### config.mk
export PLATFORM = sky130hd
export DESIGN_NAME = booth_mul_arbiter
export DESIGN_NICKNAME = d
export VERILOG_FILES = /design/src/rtl/booth_mul_arbiter.sv
export SDC_FILE = /design/constraint.sdc
export NUM_CORES = 1
export LEC_CHECK = 0
export CAP_MARGIN = 30
export CORE_UTILIZATION = 30
export DETAILED_ROUTE_END_ITERATION = 16
export PLACE_DENSITY = 0.71
export SLEW_MARGIN = 20
export SYNTH_ARGS = -nofsm -noshare
export SYNTH_HDL_FRONTEND = slang
export SYNTH_SLANG_ARGS = --single-unit
### constraint.sdc
create_clock -name clk -period 1.8 [get_ports clk]
set_input_delay 0.18 -clock clk [delete_from_list [all_inputs] [get_ports clk]]
set_output_delay 0.18 -clock clk [all_outputs]
set_load 0.005 [all_outputs]
### src/rtl/booth_mul_arbiter.sv
// booth_mul_arbiter
// Shares one Booth multiplier datapath between two requesters. Round-robin
// arbitration picks a winner, its operand pair is latched onto mul_a/mul_b,
// and the datapath is sequenced LOAD (en_i) -> ITER (en_pp x CYCLES) ->
// FINAL (en_fp). The product is returned on a valid/ready response channel
// tagged with the id of the winning requester.
//
// Ports:
//   clk, reset (async, active low)
//   req0_valid/req0_a/req0_b/req0_ready  requester 0 operand channel
//   req1_valid/req1_a/req1_b/req1_ready  requester 1 operand channel
//   en_i, en_pp, en_fp                   datapath sequencing enables
//   mul_a, mul_b                         latched operands to datapath
//   mul_p                                datapath product
//   rsp_valid, rsp_id, rsp_p, rsp_ready  response channel
//
// Optional feature macro: BOOTH_ARB_ZERO_SKIP_EN
//   When defined, a handshake with either operand equal to zero skips the
//   datapath entirely and responds with a zero product one cycle later.
module booth_mul_arbiter #(
    parameter int WIDTH  = 16,
    parameter int CYCLES = 16
) (
    input  logic                 clk,
    input  logic                 reset,
    input  logic                 req0_valid,
    input  logic [WIDTH-1:0]     req0_a,
    input  logic [WIDTH-1:0]     req0_b,
    output logic                 req0_ready,
    input  logic                 req1_valid,
    input  logic [WIDTH-1:0]     req1_a,
    input  logic [WIDTH-1:0]     req1_b,
    output logic                 req1_ready,
    output logic                 en_i,
    output logic                 en_pp,
    output logic                 en_fp,
    output logic [WIDTH-1:0]     mul_a,
    output logic [WIDTH-1:0]     mul_b,
    input  logic [2*WIDTH-1:0]   mul_p,
    output logic                 rsp_valid,
    output logic                 rsp_id,
    output logic [2*WIDTH-1:0]   rsp_p,
    input  logic                 rsp_ready
);

    localparam int CW = $clog2(CYCLES) + 1;

    localparam logic [2:0] ST_IDLE  = 3'd0;
    localparam logic [2:0] ST_LOAD  = 3'd1;
    localparam logic [2:0] ST_ITER  = 3'd2;
    localparam logic [2:0] ST_FINAL = 3'd3;
    localparam logic [2:0] ST_RESP  = 3'd4;

    logic [2:0]       state_r;
    logic [2:0]       state_nxt_s;
    logic [CW-1:0]    cnt_r;
    logic             prio_r;
    logic             id_r;
    logic             skip_r;
    logic             grant0_s;
    logic             grant1_s;
    logic             hs_s;
    logic             zero_s;
    logic [WIDTH-1:0] sel_a_s;
    logic [WIDTH-1:0] sel_b_s;

    // Round-robin grant: prio requester wins if valid, else the other one.
    always_comb begin
        grant0_s = 1'b0;
        grant1_s = 1'b0;
        if (prio_r == 1'b0) begin
            grant0_s = req0_valid;
            grant1_s = req1_valid & ~req0_valid;
        end else begin
            grant1_s = req1_valid;
            grant0_s = req0_valid & ~req1_valid;
        end
    end

    // Ready is only offered in IDLE and is masked while reset is asserted so
    // that nothing is accepted during the reset window.
    always_comb begin
        if ((state_r == ST_IDLE) && reset) begin
            req0_ready = grant0_s;
            req1_ready = grant1_s;
        end else begin
            req0_ready = 1'b0;
            req1_ready = 1'b0;
        end
    end

    assign hs_s    = req0_ready | req1_ready;
    assign sel_a_s = grant1_s ? req1_a : req0_a;
    assign sel_b_s = grant1_s ? req1_b : req0_b;

`ifdef BOOTH_ARB_ZERO_SKIP_EN
    assign zero_s = (sel_a_s == {WIDTH{1'b0}}) || (sel_b_s == {WIDTH{1'b0}});
`else
    assign zero_s = 1'b0;
`endif

    // Next-state logic for the sequencing FSM.
    always_comb begin
        state_nxt_s = state_r;
        case (state_r)
            ST_IDLE: begin
                if (hs_s) begin
                    state_nxt_s = zero_s ? ST_RESP : ST_LOAD;
                end else begin
                    state_nxt_s = ST_IDLE;
                end
            end
            ST_LOAD: state_nxt_s = ST_ITER;
            ST_ITER: begin
                if (cnt_r == CW'(CYCLES - 1)) begin
                    state_nxt_s = ST_FINAL;
                end else begin
                    state_nxt_s = ST_ITER;
                end
            end
            ST_FINAL: state_nxt_s = ST_RESP;
            ST_RESP: begin
                if (rsp_ready) begin
                    state_nxt_s = ST_IDLE;
                end else begin
                    state_nxt_s = ST_RESP;
                end
            end
            default: state_nxt_s = ST_IDLE;
        endcase
    end

    // State, iteration counter, operand/id capture and priority update.
    always_ff @(posedge clk or negedge reset) begin
        if (!reset) begin
            state_r <= ST_IDLE;
            cnt_r   <= '0;
            prio_r  <= 1'b0;
            id_r    <= 1'b0;
            skip_r  <= 1'b0;
            mul_a   <= '0;
            mul_b   <= '0;
        end else begin
            state_r <= state_nxt_s;
            case (state_r)
                ST_IDLE: begin
                    if (hs_s) begin
                        mul_a  <= sel_a_s;
                        mul_b  <= sel_b_s;
                        id_r   <= grant1_s;
                        skip_r <= zero_s;
                    end
                end
                ST_LOAD: cnt_r <= '0;
                ST_ITER: cnt_r <= cnt_r + CW'(1);
                ST_RESP: begin
                    // The requester just served loses priority.
                    if (rsp_ready) begin
                        prio_r <= ~id_r;
                    end
                end
                default: ;
            endcase
        end
    end

    // Enables and response are decoded from the state register only, so they
    // are glitch-free and mutually exclusive by construction. A skipped
    // (zero-operand) multiply reports zero instead of the stale datapath value.
    always_comb begin
        en_i      = (state_r == ST_LOAD);
        en_pp     = (state_r == ST_ITER);
        en_fp     = (state_r == ST_FINAL);
        rsp_valid = (state_r == ST_RESP);
        if (rsp_valid) begin
            rsp_id = id_r;
            rsp_p  = skip_r ? {(2*WIDTH){1'b0}} : mul_p;
        end else begin
            rsp_id = 1'b0;
            rsp_p  = {(2*WIDTH){1'b0}};
        end
    end

endmodule

==> Word level (Yosys, flattened, before mapping) <==
Cells that the tools add are included.
{ "op_classes": {"bitwise_logic": 6, "muxes": 13, "n_addsub": 1, "n_reduce_logical": 5, "n_eq_ne": 5} }
{ "op_table": {"columns": ["cell", "n"], "rows": [
  ["16-bit 2-to-1 mux", 2],
  ["32-bit 2-to-1 mux", 1],
  ["3-bit case mux with 5 select lines", 1],
  ["5-bit case mux with 2 select lines", 1],
  ["1-bit 2-to-1 mux", 7],
  ["3-bit by 2-bit equality test with 1-bit output (second input constant)", 2],
  ["5-bit by 1-bit adder with 5-bit output (second input constant)", 1],
  ["5-bit by 4-bit equality test with 1-bit output (second input constant)", 1],
  ["2-bit AND reduction", 2],
  ["3-bit by 1-bit equality test with 1-bit output (second input constant)", 1],
  ["3-bit equality test (second input constant)", 1],
  ["3-bit logical NOT", 1],
  ["3-bit 2-to-1 mux", 1],
  ["1-bit inverter", 3],
  ["1-bit AND", 2],
  ["2-bit nonzero test", 1],
  ["1-bit logical AND", 1],
  ["1-bit OR", 1]
]} }
{ "totals": {"ff_bits": 42, "out_inout_bits": 71, "inputBits": 101} }

==> Logic depth before layout (Yosys ltp) <==
Gate-level depths: netlist of the first run.
{ "logic_depth": {"depth_word": 7, "ltp_mapped": 5, "mapped_depth_nobuf": 4} }

==> Worst setup path before layout of the first run <==
Ideal clock, no wire load.
{ "synth_path": {"path_kind": "flip-flop to flip-flop", "startpoint": "reg state_r[0]", "endpoint": "reg mul_a[0]", "path_buffers": 1, "t_arrival_ps": 1455, "required_time_ps": 1727, "setup_slack_ps": 272, "period_less_slack_ps": 1528, "path_stages_with_launch": 5, "path_cell_list": "dfrtp_1 -> or4b_4 -> nor2_8 -> buf_8 -> a2bb2oi_2"} }
{ "synth_via": {"elab_chain_len": 5} }
{ "synth_rtl": {"columns": ["element", "line", "source"], "rows": [
  ["start, declared", "54", "logic [2:0] state_r;"],
  ["start signal, assigned", "144", "state_r <= state_nxt_s;"],
  ["3-bit logical NOT (*)", "83, 145", null],
  ["1-bit logical AND", "83", "if ((state_r == ST_IDLE) && reset) begin"],
  ["1-bit 2-to-1 mux", "83", null],
  ["1-bit OR", "92", "assign hs_s = req0_ready | req1_ready;"],
  ["2-bit AND reduction (no line) (*)", null, null],
  ["end signal, assigned", "148", "mul_a <= sel_a_s;"],
  ["end, declared", "37", "output logic [WIDTH-1:0] mul_a,"]
]} }
Mark *: on every way between the ends. The rest lies on a longest branch, timed or not.
A chain may end at the register's enable or synchronous reset.

==> Worst setup path in the final report of the first run <==
{ "layout_path": {"startpoint": "reg state_r[0]", "endpoint": "out rsp_p[21]"} }
{ "layout_via": {"elab_chain_len": 2} }
{ "layout_rtl": {"columns": ["element", "line", "source"], "rows": [
  ["3-bit equality test", "174", "rsp_valid = (state_r == ST_RESP);"],
  ["32-bit 2-to-1 mux", "175", "if (rsp_valid) begin"],
  ["end, declared", "42", "output logic [2*WIDTH-1:0] rsp_p,"]
]} }
No other way between the ends.

==> results of run 1 <==
-- repair_timing --
| action | in CTS | in global routing |
|---|---|---|
| hold endpoints to repair | 0 | 0 |
| pin swaps | 12 | 9 |
| gates cloned | 3 | 0 |
| hold buffers | 0 | 0 |
| setup endpoints to repair | 38 | 32 |
| setup buffers | 12 | 2 |
| gates resized for setup | 161 | 27 |
-- flip-flops by register name, indices dropped and copies added, names as in the netlist --
| name | count |
|---|---|
| state_r | 3 |
| cnt_r | 5 |
| prio_r | 1 |
| mul_b | 16 |
| id_r | 1 |
| mul_a | 16 |
-- Yosys cell counts --
master and n:
buf_2 3, and2_1 33, and3_1 1, mux2_2 1, inv_1 5, mux2_1 1
nand4_1 1, ha_1 2, or4b_4 1, o2bb2ai_1 1, a21oi_1 3, dfrtp_1 42
and3b_1 1, nand2b_1 2, a21bo_2 1, a2bb2oi_2 29, nor3_1 1, nor2b_1 1
clkbuf_1 14, a2bb2oi_1 3, inv_2 1, nor2_1 5, a21o_1 3, nor3b_2 1
o32ai_1 32, nor4b_2 1, buf_8 3, nor3b_1 1, nor2_8 1, a22o_1 1
or3b_1 1, a31oi_1 1
-- per-stage QoR --
stage / hold slack [ns] / area, µm² / cells / utilization
floorplan: -0.116 / 2390 / 197 / -
global placement: 0.338 / 4280 / 465 / 0.554
detailed placement: 0.345 / 4280 / 465 / 0.554
CTS: 0.0313 / 4540 / 486 / 0.587
global route: 0.0433 / 4520 / 485 / 0.585
finish: -0.0127 / 4520 / 485 / 0.585
-- cells in the final DEF (no fill, tap or decap), types with 4 or more instances in the layout --
cell	instances
a2bb2oi_2	29
and2_1	20
and2_4	13
buf_2	17
buf_4	13
buf_6	23
clkbuf_2	6
clkbuf_8	6
clkdlybuf4s50_1	131
dfrtp_1	42
inv_1	5
nor2_1	4
o32ai_1	32
-- worst reg2reg max path, stage by stage, from the launching register on --
cell and delay [ns]:
dfrtp_1 0.39, buf_6 0.14, buf_4 0.13, or3b_4 0.38, inv_2 0.07, buf_6 0.10
nand4_1 0.09, mux2_4 0.31
-- layout make-up --
| type | count | area, µm² |
|---|---|---|
| fill | 649 | 3200 |
| sequential | 42 | 1050 |
| clock buffer | 6 | 82.6 |
| timing repair buffer | 200 | 1950 |
| tap | 102 | 128 |
| multi-input combinational | 129 | 1290 |
| inverter | 6 | 22.5 |
-- cells by family after synthesis --
logic type	count (synthesis)	synth area share
AO/OA/AOI/OAI	74	0.340
adder cells (fa/ha/maj)	2	0.0104
buffers and inverters	26	0.0564
flip-flops	42	0.439
multiplexers	2	0.00940
AND/OR/NAND/NOR	51	0.145
-- how the worst min path moves through the flow --
stage | slack [ns] | endpoint | from | cells past startpoint
after floorplan | -0.12 | cnt_r[0]$_DFFE_PN0P_ | reset | 0
after detailed placement | 0.35 | mul_b[8]$_DFFE_PN0P_ | reset | 2
final | -0.01 | mul_b[8]$_DFFE_PN0P_ | reset | 2
after CTS | 0.03 | mul_b[0]$_DFFE_PN0P_ | reset | 2
after global placement | 0.34 | mul_b[3]$_DFFE_PN0P_ | reset | 2
after global routing | 0.04 | mul_b[8]$_DFFE_PN0P_ | reset | 2
-- metal layers --
layer  track usage  wire, µm  up-vias
li1              -         -     1135
met1         0.205      2890     1118
met2         0.369      4150      116
met3        0.0603       658        4
met4        0.0357        53        0
met5             0         0        -
-- power groups by stage --
stage               Clock [mW]  Sequential [mW]  Combinational (mW)
finish                   0.588             1.67                3.12
global route             0.664             1.72                3.36
CTS                      0.623             1.67                3.15
detailed placement           0             1.68                2.92
global placement             0             1.66                2.87
floorplan                    0             1.70                1.38
==> impl_metrics.csv, run 1 <==
group,metric,value,unit
die,start_util,0.310,
clocking,root_buffer,"clkbuf_8",
power_and_ir_drop,swShare,0.317,
critical_path,critPathMostFrequentCell,"buf_6",
power_and_ir_drop,finalPower,5.37,mW
sta,clock-skew-final,0.00253,ns
critical_path,crit_arrival,1.67,ns
critical_path,slowest_delay,0.39,ns
power_and_ir_drop,leakage,1.92,nW
critical_path,worstRegToRegCells,7,
clocking,cts_tree,"built",
logic_synthesis,yosys-top-cells-area,"dfrtp_1 (44%), a2bb2oi_2 (18%), o32ai_1 (12%), and2_1 (8.6%), clkbuf_1 (2.2%)",
die,dieHeight,91.3,µm
sta,tightest_slew,0.546,ns
power_and_ir_drop,power_frac_seq,0.310,
sta,setup_tns,-0.0975,ns
placed_design,gp_congestion,0.725,
placed_design,dp_slack,-0.0417,ns
placed_design,io_buffers,171,
critical_path,endpoint,"rsp_p[21]",
power_and_ir_drop,power_density,1190,nW/µm²
detailed_routing,routed_wl,7750,µm
cells_and_area,fin_nets,487,
critical_path,endpoint_kind,"primary output",
min_path,min-delay-path-class,"in -> async",
logic_synthesis,syn_nets,300,
critical_path,timing.rr.end,"cnt_r[3]$_DFFE_PN0P_",
global_routing,grt_pass1_wl,12500,µm
run_status,status,"complete, but fails checks",
critical_path,cp_max_fo,6,
power_and_ir_drop,clockPowerShare,0.109,
global_routing,track_usage,0.192,
critical_path,cp.depth,8,
clocking,cts.sinks,42,
critical_path,crit_buf_inv,6,
critical_path,criticalPathCategory,"reg -> out",
placed_design,dp_hpwl,5450,µm
sta,fin_hold_ws,-0.0127,ns
sta,hold_violations,18,
sta,worst_slack,-0.0507,ns
critical_path,cp_cell_sequence,"buf_6 -> nor3b_4 -> buf_6 -> buf_16 -> buf_8 -> buf_6 -> and2_4 -> buf_6",
detailed_routing,dr.pass1.iters,4,
detailed_routing,ant_nets,0,
critical_path,rrSetupSlack,0.08,ns
detailed_routing,drc_errors,0,
sta,max_freq,540,MHz
detailed_routing,wire_per_inst,16.0,µm
sta,maxSlewViolCount,0,
power_and_ir_drop,combPwrFrac,0.580,
clocking,clockBufferDepth,2,
sta,fin_crit_sh,1.03,
logic_synthesis,synth_warnings,0,
sta,rsz0062_at_grt,"yes",
logic_synthesis,ys_seq_elements,42,
logic_synthesis,syn_area_per_cell,12.2,µm²
global_routing,antenna_found_initial,0,
global_routing,grt_pass1_vias,2442,
global_routing,grt_overflow,0,
cells_and_area,drive_gt1_frac,0.329,
power_and_ir_drop,power.switching,1.70,mW
sta,max_slew_margin,0.636,
logic_synthesis,yosysTopAreaCell,"dfrtp_1",
critical_path,cp_data_required_time,1.62,ns
clocking,cts_buffers,5,
cells_and_area,diodes,0,
detailed_routing,vias,2373,
sta,period_needed,1.85,ns
critical_path,critPathSlowestCell,"dfrtp_1",
logic_synthesis,yosys.area.top_type_share,0.439,
power_and_ir_drop,ir_worst_vdd,586,µV
die,pin_count,172,
logic_synthesis,ys_types,32,
sta,setup_violations,5,
die,core,7730,µm²
critical_path,r2r_start,"state_r[0]$_DFF_PN0_",
logic_synthesis,syn_inst,197,
cells_and_area,area_delta_synth_final,88.9,%
die,die_w,91.3,µm
critical_path,cp-startpoint,"state_r[0]$_DFF_PN0_",
die,dieArea,8340,µm²
detailed_routing,avgViaCountPerCell,4.89,
logic_synthesis,ys_seq_area_frac,0.439,
logic_synthesis,syn-cell-area,2390,µm²
detailed_routing,drt_iter0_drc,71,
clocking,cts_max_level,2,
global_routing,grt_max_degree,44,
clocking,cts.reportedPaths.clkPinSlew,0.07,ns
run,drv_cap,0,
clocking,clkLatencyLatePin,0.29,ns
critical_path,worstSetupStartpointType,"flop",
critical_path,cpLargestDelayFamily,"buffers and inverters",
power_and_ir_drop,p_int,3.67,mW
run_status,violations,"negative hold slack, negative setup slack",
die,placementRows,32,
(Power assumes the default switching activity.)
==> inputs of run 2 (changes only) <==
CORE_MARGIN = 8   (was not set)
==> run 2 against run 1 <==
The run ends with negative setup slack left. Combinational power barely moved. Final area fell by 1.6%. Clock skew grew 0.0061 ns. Critical path depth decreased by 4. Hold slack improved by 0.10 ns. Utilization down 0.94 points. Register-to-register slack better by 0.05 ns. Clock power increased by 30%. Non-clock buffer count fell by 1. First-iteration DRC count fell by 18%. Global-route usage is 3.6 points lower.
==> impl_metrics.csv, run 2 (synthesis results as in run 1) <==
group,metric,value,unit
critical_path,endpoint_kind,"primary output",
clocking,clkLatencyLatePin,0.30,ns
run_status,violations,"negative setup slack",
sta,hold_violations,0,
sta,period_needed,1.85,ns
global_routing,grt_max_degree,43,
sta,max_freq,542,MHz
critical_path,cp_data_required_time,1.62,ns
cells_and_area,layout_common_cells,"clkdlybuf4s50_1 (131), dfrtp_1 (42), o32ai_1 (32), a2bb2oi_2 (29), and2_1 (26)",
die,dieHeight,105,µm
placed_design,dp_hpwl,6760,µm
critical_path,worstRegToRegCells,5,
critical_path,r2r_start,"state_r[0]$_DFF_PN0_",
power_and_ir_drop,ir_worst_vdd,527,µV
placed_design,io_buffers,171,
critical_path,critPathSlowestCell,"or4b_4",
run,drv_cap,0,
cells_and_area,drive_gt1_frac,0.318,
cells_and_area,fin_nets,486,
detailed_routing,drt_iter0_drc,58,
clocking,cts.reportedPaths.clkPinSlew,0.09,ns
power_and_ir_drop,finalPower,5.54,mW
critical_path,worstSetupStartpointType,"flop",
power_and_ir_drop,leakage,1.89,nW
detailed_routing,vias,2426,
sta,tightest_slew,0.553,ns
sta,setup_violations,12,
clocking,cts.sinks,42,
detailed_routing,wire_per_inst,18.5,µm
critical_path,cp_cell_sequence,"or4b_4 -> buf_6 -> nor3_4 -> buf_2",
die,dieArea,11100,µm²
global_routing,grt_overflow,0,
placed_design,placed_cells,466,
min_path,min-delay-path-class,"in -> async",
critical_path,crit_arrival,1.67,ns
critical_path,rrSetupSlack,0.13,ns
critical_path,slowest_delay,0.55,ns
detailed_routing,avgViaCountPerCell,4.99,
die,die_w,105,µm
detailed_routing,ant_nets,0,
clocking,cts_max_level,2,
clocking,root_buffer,"clkbuf_8",
placed_design,gp_congestion,0.776,
die,pin_count,172,
clocking,cts_tree,"built",
die,core,7730,µm²
sta,rsz0062_at_grt,"yes",
clocking,cts_buffers,5,
power_and_ir_drop,power_density,1250,nW/µm²
critical_path,criticalPathCategory,"reg -> out",
critical_path,timing.rr.end,"mul_b[0]$_DFFE_PN0P_",
critical_path,crit_buf_inv,2,
clocking,clockBufferDepth,2,
detailed_routing,dr.pass1.iters,4,
cells_and_area,fin_cells,486,
die,placementRows,32,
cells_and_area,area_delta_synth_final,85.9,%
clocking,postCtsHoldBufs,0,
sta,maxSlewViolCount,0,
global_routing,antenna_found_initial,0,
cells_and_area,reg_top3,"mul_a: 16 flops, mul_b: 16 flops, cnt_r: 5 flops",
detailed_routing,drc_errors,0,
die,start_util,0.310,
run_status,status,"complete, but fails checks",
cells_and_area,diodes,0,
detailed_routing,routed_wl,9010,µm
global_routing,grt_pass1_wl,14200,µm
sta,clock-skew-final,0.00861,ns
global_routing,grt_pass1_vias,2679,
sta,worst_slack,-0.0453,ns
cells_and_area,final_common_cell,"clkdlybuf4s50_1",
global_routing,track_usage,0.156,
sta,fin_crit_sh,1.03,
sta,max_slew_margin,0.631,
critical_path,cpLargestDelayFamily,"simple AND/OR/NAND/NOR gates",
critical_path,cp_max_fo,2,
## run 2: worst max-delay path by stage
stage | depth (start not counted) | startpoint | end
floorplan | 4 | state_r[0]$_DFF_PN0_ | mul_a[0]$_DFFE_PN0P_
global placement | 3 | state_r[0]$_DFF_PN0_ | req1_ready
finish | 4 | state_r[0]$_DFF_PN0_ | req1_ready
global route | 4 | state_r[0]$_DFF_PN0_ | req1_ready
CTS | 7 | state_r[2]$_DFF_PN0_ | rsp_p[15]
detailed placement | 3 | state_r[0]$_DFF_PN0_ | req1_ready
## run 2: worst min-delay path: cells and delay by family
kind | cells | cell delay [ns]
buf+inv | 3 | 0.67
## run 2: layout make-up
| cell class | instances | area [µm²] |
|---|---|---|
| clock inverter | 3 | 45.0 |
| sequential | 42 | 1050 |
| inverter | 6 | 25.0 |
| multi-input combinational | 129 | 1280 |
| clock buffer | 5 | 68.8 |
| timing repair buffer | 199 | 1850 |
| fill | 661 | 3280 |
| tap | 102 | 128 |
## run 2: timing repair
action                                  in CTS  in global routing
resized for setup                          114                 62
pin swaps                                    2                  8
buffers inserted                             7                  8
endpoints found under the setup margin      39                 37
gates cloned                                 2                  0
## run 2: per-stage QoR
stage                     hold slack (ns)  TNS, ns  instance area [µm²]   util  worst slack, ns
final                              0.0897   -0.171                 4450  0.576          -0.0453
after floorplan                    -0.116        0                 2390      -            0.272
after CTS                           0.103    -3.24                 4490  0.581           -0.202
after detailed placement            0.432   -0.106                 4300  0.556          -0.0567
after global placement              0.425  -0.0581                 4300  0.556          -0.0478
after global routing                0.140    -1.12                 4450  0.576           -0.108
## run 2: metal layers
metal,GRT usage,part of all wire
met5,0,0
met4,0.0387,0.0068
met3,0.0658,0.099
met2,0.269,0.48
met1,0.174,0.41
## run 2: power by group
part,total [mW],switching (mW),internal (mW),leakage [nW]
Sequential,1.68,0.309,1.37,0.475
Combinational,3.10,1.14,1.96,1.36
Clock,0.763,0.350,0.413,0.0504
Total,5.54,1.80,3.74,1.89
==> inputs of run 3 (changes only) <==
ABC_CLOCK_PERIOD_IN_PS = 1800   (was not set)
==> results of run 3 <==
No change in the layout: final DEF, timing and power equal those of run 2.
